## src/rtl/alu_pkg.sv

```systemverilog
// Shared types and constants for the iterative divider.
// Holds the FSM state enum, default width and count-width helper.
package alu_pkg;

  localparam int WIDTH_DEF = 32;

  typedef enum logic [1:0] {
    IDLE,
    RUN,
    FIX,
    DONE
  } state_t;

  function automatic int cnt_w(input int w);
    return $clog2(w) + 1;
  endfunction

  localparam int CNT_W = cnt_w(WIDTH_DEF);

endpackage

```

## src/rtl/alu_divider_if.sv

```systemverilog
// Request/result bundle of the divider.
// master drives start/operands; slave returns busy/done/results.
interface alu_divider_if #(
  parameter int WIDTH = 32
);

  logic             start;
  logic             signed_op;
  logic [WIDTH-1:0] dividend;
  logic [WIDTH-1:0] divisor;
  logic             busy;
  logic             done;
  logic [WIDTH-1:0] quotient;
  logic [WIDTH-1:0] remainder;
  logic             div_by_zero;

  modport master (
    output start, signed_op, dividend, divisor,
    input  busy, done, quotient, remainder, div_by_zero
  );

  modport slave (
    input  start, signed_op, dividend, divisor,
    output busy, done, quotient, remainder, div_by_zero
  );

endinterface

```

## src/rtl/div_step.sv

```systemverilog
// One restoring-division step: shift in a dividend bit, trial subtract.
// Ports: rem_in/bit_in/divisor in; rem_out and q_bit out.
module div_step
  import alu_pkg::*;
#(
  parameter int WIDTH = WIDTH_DEF
) (
  input  logic [WIDTH:0]   rem_in,
  input  logic             bit_in,
  input  logic [WIDTH-1:0] divisor,
  output logic [WIDTH:0]   rem_out,
  output logic             q_bit
);

  logic [WIDTH+1:0] trial;
  logic [WIDTH+1:0] diff;

  assign trial = {rem_in, bit_in};
  assign diff  = trial - {2'b00, divisor};

  // Top bit of diff is the borrow: set means trial < divisor.
  assign q_bit   = ~diff[WIDTH+1];
  assign rem_out = q_bit ? diff[WIDTH:0] : trial[WIDTH:0];

endmodule

```

## src/rtl/alu_divider.sv

```systemverilog
// Multi-cycle signed/unsigned restoring divider, fixed latency.
// Ports: clk, rst_n (sync, active low), bus (slave side of alu_divider_if).
module alu_divider
  import alu_pkg::*;
#(
  parameter int WIDTH = WIDTH_DEF
) (
  input logic         clk,
  input logic         rst_n,
  alu_divider_if.slave bus
);

  localparam int CW = cnt_w(WIDTH);

  state_t           state;
  logic [CW-1:0]    count;
  logic [WIDTH-1:0] dq;
  logic [WIDTH-1:0] dvs;
  logic [WIDTH:0]   pr;
  logic             q_neg;
  logic             r_neg;

  logic [WIDTH:0]   pr_nxt;
  logic             q_bit;
  logic             a_neg;
  logic             b_neg;
  logic [WIDTH-1:0] a_mag;
  logic [WIDTH-1:0] b_mag;

  assign a_neg = bus.signed_op & bus.dividend[WIDTH-1];
  assign b_neg = bus.signed_op & bus.divisor[WIDTH-1];
  assign a_mag = a_neg ? -bus.dividend : bus.dividend;
  assign b_mag = b_neg ? -bus.divisor : bus.divisor;

  // dq holds the dividend magnitude; quotient bits shift in from the right.
  div_step #(.WIDTH(WIDTH)) u_step (
    .rem_in  (pr),
    .bit_in  (dq[WIDTH-1]),
    .divisor (dvs),
    .rem_out (pr_nxt),
    .q_bit   (q_bit)
  );

  always_ff @(posedge clk) begin
    if (!rst_n) begin
      state           <= IDLE;
      count           <= '0;
      dq              <= '0;
      dvs             <= '0;
      pr              <= '0;
      q_neg           <= 1'b0;
      r_neg           <= 1'b0;
      bus.busy        <= 1'b0;
      bus.done        <= 1'b0;
      bus.quotient    <= '0;
      bus.remainder   <= '0;
      bus.div_by_zero <= 1'b0;
    end else begin
      unique case (state)
        IDLE: begin
          if (bus.start) begin
            bus.busy <= 1'b1;
            count    <= '0;
            dq       <= a_mag;
            dvs      <= b_mag;
            pr       <= '0;
            q_neg    <= a_neg ^ b_neg;
            r_neg    <= a_neg;
            if (bus.divisor == '0) begin
              state           <= DONE;
              bus.done        <= 1'b1;
              bus.quotient    <= '1;
              bus.remainder   <= bus.dividend;
              bus.div_by_zero <= 1'b1;
            end else begin
              state           <= RUN;
              bus.quotient    <= '0;
              bus.remainder   <= '0;
              bus.div_by_zero <= 1'b0;
            end
          end
        end
        RUN: begin
          pr    <= pr_nxt;
          dq    <= {dq[WIDTH-2:0], q_bit};
          count <= count + CW'(1);
          if (count == CW'(WIDTH - 1)) begin
            state <= FIX;
          end
        end
        FIX: begin
          bus.quotient  <= q_neg ? -dq : dq;
          bus.remainder <= r_neg ? -pr[WIDTH-1:0] : pr[WIDTH-1:0];
          bus.done      <= 1'b1;
          state         <= DONE;
        end
        DONE: begin
          bus.done <= 1'b0;
          bus.busy <= 1'b0;
          state    <= IDLE;
        end
        default: state <= IDLE;
      endcase
    end
  end

endmodule

```

## src/flat_wrapper.sv

```systemverilog
// flat-port wrapper written by rule: the top's interface ports become plain ports
module alu_divider_flat import alu_pkg::*;
#(
  parameter int WIDTH = WIDTH_DEF
)
  (clk, rst_n, bus_start, bus_signed_op, bus_dividend, bus_divisor, bus_busy, bus_done, bus_quotient, bus_remainder, bus_div_by_zero);
  alu_divider_if #(.WIDTH(WIDTH)) bus_i ();
  input logic clk;
  input logic rst_n;
  input wire logic [$bits(bus_i.start)-1:0] bus_start;
  input wire logic [$bits(bus_i.signed_op)-1:0] bus_signed_op;
  input wire logic [$bits(bus_i.dividend)-1:0] bus_dividend;
  input wire logic [$bits(bus_i.divisor)-1:0] bus_divisor;
  output wire logic [$bits(bus_i.busy)-1:0] bus_busy;
  output wire logic [$bits(bus_i.done)-1:0] bus_done;
  output wire logic [$bits(bus_i.quotient)-1:0] bus_quotient;
  output wire logic [$bits(bus_i.remainder)-1:0] bus_remainder;
  output wire logic [$bits(bus_i.div_by_zero)-1:0] bus_div_by_zero;
  assign bus_i.start = bus_start;
  assign bus_i.signed_op = bus_signed_op;
  assign bus_i.dividend = bus_dividend;
  assign bus_i.divisor = bus_divisor;
  assign bus_busy = bus_i.busy;
  assign bus_done = bus_i.done;
  assign bus_quotient = bus_i.quotient;
  assign bus_remainder = bus_i.remainder;
  assign bus_div_by_zero = bus_i.div_by_zero;
  alu_divider #(.WIDTH(WIDTH)) u_core (.clk(clk), .rst_n(rst_n), .bus(bus_i));
endmodule
```

## config.mk

```make
export PLATFORM = sky130hd
export DESIGN_NAME = alu_divider_flat
export DESIGN_NICKNAME = d
export VERILOG_FILES = /design/src/rtl/alu_pkg.sv /design/src/rtl/alu_divider_if.sv /design/src/rtl/div_step.sv /design/src/rtl/alu_divider.sv /design/src/flat_wrapper.sv
export SDC_FILE = /design/constraint.sdc
export NUM_CORES = 1
export LEC_CHECK = 0
export CAP_MARGIN = 20
export CORE_MARGIN = 8
export CORE_UTILIZATION = 55
export CTS_BUF_LIST = sky130_fd_sc_hd__clkbuf_4
export DETAILED_ROUTE_END_ITERATION = 10
export PLACE_DENSITY = 0.8
export SLEW_MARGIN = 20
export SYNTH_ARGS = -nofsm -noshare
export SYNTH_HDL_FRONTEND = slang
export SYNTH_SLANG_ARGS = --single-unit
```

## constraint.sdc

```tcl
create_clock -name clk -period 6.4 [get_ports clk]
set_input_delay 1.6 -clock clk [delete_from_list [all_inputs] [get_ports clk]]
set_output_delay 1.6 -clock clk [all_outputs]
set_load 0.02 [all_outputs]
```

==> impl_metrics.tcl <==
set metrics [dict create \
    max_cap_violations 0 \
    finalSetupViolations 0 \
    cts-root-to-sink-buffers 2 \
    syn_area_sq_mm 0.0114 \
    gr-usage-met1_pct 31.7 \
    final_cell_mix "sky130_fd_sc_hd__dfxtp_1, sky130_fd_sc_hd__nand2_1, sky130_fd_sc_hd__nor2_1" \
    timing.critical_path.from_type "input port" \
    io_pins 135 \
    cts_buffers 17 \
    syn-num-nets 1559 \
    grt_setup_unrepaired "no" \
    use_met2_pct 43.0 \
    tritoncts_num_sinks 174 \
    yosys.cell_types.count 73 \
    timing_max_transition_violations_final 0 \
    gr-max-usage-layer "met2" \
    count_of_hold_fix_buffers_inserted_at_cts 0 \
    gp_congestion 0.918 \
    final.min_clock_period_ns 4.80 \
    netlist_instances 1449 \
    synth_enable_flop_cells 0 \
    crit_chain "clkdlybuf4s50_1 -> or4_4 -> or4b_4 -> or3_4 -> or3_4 -> or4_4 -> nor2_8 -> a221oi_1 -> nor2_1" \
    hp-class "register to register" \
    length_of_the_first_detailed_routing_pass_in_iterations 6 \
    rows 52 \
    areaGrowthSynthToFinish_pct 15.2 \
    power.ir.vdd_worst_v 0.000173 \
    synthesis.yosys.warnings 0 \
    ant_nets 0 \
    post_cts_resized 0 \
    timing.final.hold_violations 0 \
    criticalPathCategory "input port to register" \
    finalNetCount 1633 \
    post_drt_via_cell_ratio 6.21 \
    final_layout_size_suffix_gt1_share_pct 6.45 \
    grtUsageTotal_pct 25.7 \
    max_freq_mhz 209 \
    worst_setup_hold_path_clk_slew_ns 0.16 \
    wire_length_of_the_first_global_routing_pass_um 54400 \
    cellLeakagePower_uw 0.00481 \
    die_area_sq_mm 0.0256 \
    worst-endpoint-required_ns 6.95 \
    place.port_buffers 134 \
    synth_async_sr_flop_share_pct 0 \
    totalWireLength_um 33900 \
    tightestPinTransition_ns 1.01 \
    power_density_mw_per_mm2 384 \
    grt_start_max_net_pins 70 \
    max_slew_margin_pct 32.8 \
    initial_core_util_pct 56.3 \
    globalRoute.totalOverflow 0 \
    ys_seq_area_share_pct 30.5 \
    drt_drc_violations_left 0 \
    fin_tns_setup_ns 0 \
    clock_insertion_delay_worst_skew_ns 0.62 \
    tritoncts_clock_tree "built" \
    maximum_level_of_the_cts_h_tree 4 \
    post-cts-setup-buffers 0 \
    fill_cells 1832 \
    detailedPlacementHpwl_um 25500 \
    setup.worst_path.end_class "register" \
    finalHoldWorstSlack_ns 0.463 \
    crit_path_max_fanout 41 \
    synth_flop_cell "sky130_fd_sc_hd__dfxtp_1" \
    clock-root-buffer "sky130_fd_sc_hd__clkbuf_4" \
    run_status "finished clean" \
    detail_route.iter0.violations 972 \
    timing.final.crit_share_pct 74.9 \
    layout.cells.most_common "sky130_fd_sc_hd__dfxtp_1" \
    y_dimension_of_the_die_um 160 \
    detail_route.wl_per_cell_um 18.8 \
    core_region_area_sq_mm 0.0203 \
    die_width_um 160 \
    grt_util_met3_pct 4.83 \
    detailroute.via_count 11200 \
    number_of_global_route_vias_before_repair 10500 \
    critical_path.max_stage_delay_ns 0.57 \
    yosys_register_bits 174 \
    critPathArrivalTime_ns 5.34 \
    worst_path_max_delay_cell "sky130_fd_sc_hd__or4_4" \
    antenna_found_initial 1 \
    finalClockSkew_ns 0.0361 \
    postSynthAreaPerCell_sq_um 7.88 \
]
cell usage after synthesis (8+ instances only):
master / number / area [sq um]
sky130_fd_sc_hd__a211oi_1: 42 / 315
sky130_fd_sc_hd__a21o_1: 8 / 60.1
sky130_fd_sc_hd__a21oi_1: 110 / 551
sky130_fd_sc_hd__a221oi_1: 23 / 201
sky130_fd_sc_hd__a221oi_2: 14 / 210
sky130_fd_sc_hd__a222oi_1: 8 / 80.1
sky130_fd_sc_hd__a31oi_1: 9 / 56.3
sky130_fd_sc_hd__buf_1: 10 / 37.5
sky130_fd_sc_hd__buf_2: 9 / 45.0
sky130_fd_sc_hd__clkbuf_1: 69 / 259
sky130_fd_sc_hd__dfxtp_1: 174 / 3480
sky130_fd_sc_hd__ha_1: 41 / 513
sky130_fd_sc_hd__inv_1: 58 / 218
sky130_fd_sc_hd__mux2i_1: 30 / 300
sky130_fd_sc_hd__nand2_1: 144 / 541
sky130_fd_sc_hd__nand2b_1: 10 / 62.6
sky130_fd_sc_hd__nand3_1: 20 / 100
sky130_fd_sc_hd__nand4_1: 10 / 62.6
sky130_fd_sc_hd__nor2_1: 145 / 544
sky130_fd_sc_hd__nor3_1: 25 / 125
sky130_fd_sc_hd__nor3_2: 13 / 130
sky130_fd_sc_hd__o21ai_0: 134 / 671
sky130_fd_sc_hd__o31ai_1: 36 / 270
sky130_fd_sc_hd__o41ai_1: 13 / 114
sky130_fd_sc_hd__or3_1: 23 / 144
sky130_fd_sc_hd__or4_1: 14 / 105
sky130_fd_sc_hd__xnor2_1: 87 / 762
sky130_fd_sc_hd__xor2_1: 58 / 508
worst paths after layout:
check	from	to	slack, ns	depth (start not counted)
worst max-delay path	bus_divisor[20]	u_core.bus.remainder[21]	1.60	9
worst min-delay path	u_core.bus.div_by_zero	u_core.bus.div_by_zero	0.46	2
worst max register to register	u_core.pr[15]	u_core.pr[0]	2.49	11
worst min register to register	u_core.bus.div_by_zero	u_core.bus.div_by_zero	0.46	2
cell type report:
cell class	count	area, sq um	area share (%)
Timing Repair Buffer	147	1440	10.9
Clock inverter	14	165	1.26
Tap cell	270	338	2.57
Antenna cell	1	2.50	0.0190
Inverter	59	223	1.69
Sequential cell	174	3480	26.5
Multi-Input combinational cell	1124	7370	56.0
Clock buffer	18	135	1.03
metal layers:
| layer | routed length (um) | vias to the layer above |
|---|---|---|
| li1 | - | 5412 |
| met1 | 14400 | 5312 |
| met2 | 16300 | 420 |
| met3 | 2040 | 73 |
| met4 | 1150 | 0 |
| met5 | 0 | - |
sequential cells by signal, indices dropped and copies added (netlist names):
register / count
u_core.bus.done: 1
u_core.dq: 32
u_core.state: 2
u_core.dvs: 32
u_core.bus.div_by_zero: 1
u_core.bus.quotient: 32
u_core.q_neg: 1
u_core.bus.busy: 1
u_core.count: 6
u_core.bus.remainder: 32
u_core.r_neg: 1
u_core.pr: 33
cell families after synthesis:
family / after synthesis / share of synthesized area, %
adder cells (fa/ha/maj): 42 / 4.67
XOR/XNOR: 145 / 11.1
AND/OR/NAND/NOR: 450 / 19.1
buffers and inverters: 151 / 5.40
flip-flops: 174 / 30.5
multiplexers: 30 / 2.63
AO/OA/AOI/OAI: 457 / 26.6
where the power goes:
group	internal, uW	switching (uW)
Combinational	1070	1690
Sequential	1360	259
Clock	221	457
worst max-delay path, delay by kind of cell:
| family | cells | cell delay [ns] |
|---|---|---|
| buffers and inverters | 1 | 0.46 |
| AO/OA/AOI/OAI | 1 | 0.19 |
| AND/OR/NAND/NOR | 7 | 3.05 |
stage by stage:
stage / instance area [sq um] / setup WS [ns] / cells / utilization, % / power [uW]
floorplan: 11400 / 2.02 / 1449 / - / 3510
global placement: 12900 / 1.01 / 1774 / 63.3 / 4320
detailed placement: 12900 / 0.986 / 1774 / 63.3 / 4370
CTS: 13200 / 1.64 / 1806 / 64.8 / 5040
global route: 13200 / 1.49 / 1807 / 64.8 / 5400
finish: 13200 / 1.60 / 1807 / 64.8 / 5050
No activity file was read; power rests on OpenSTA's default activity.
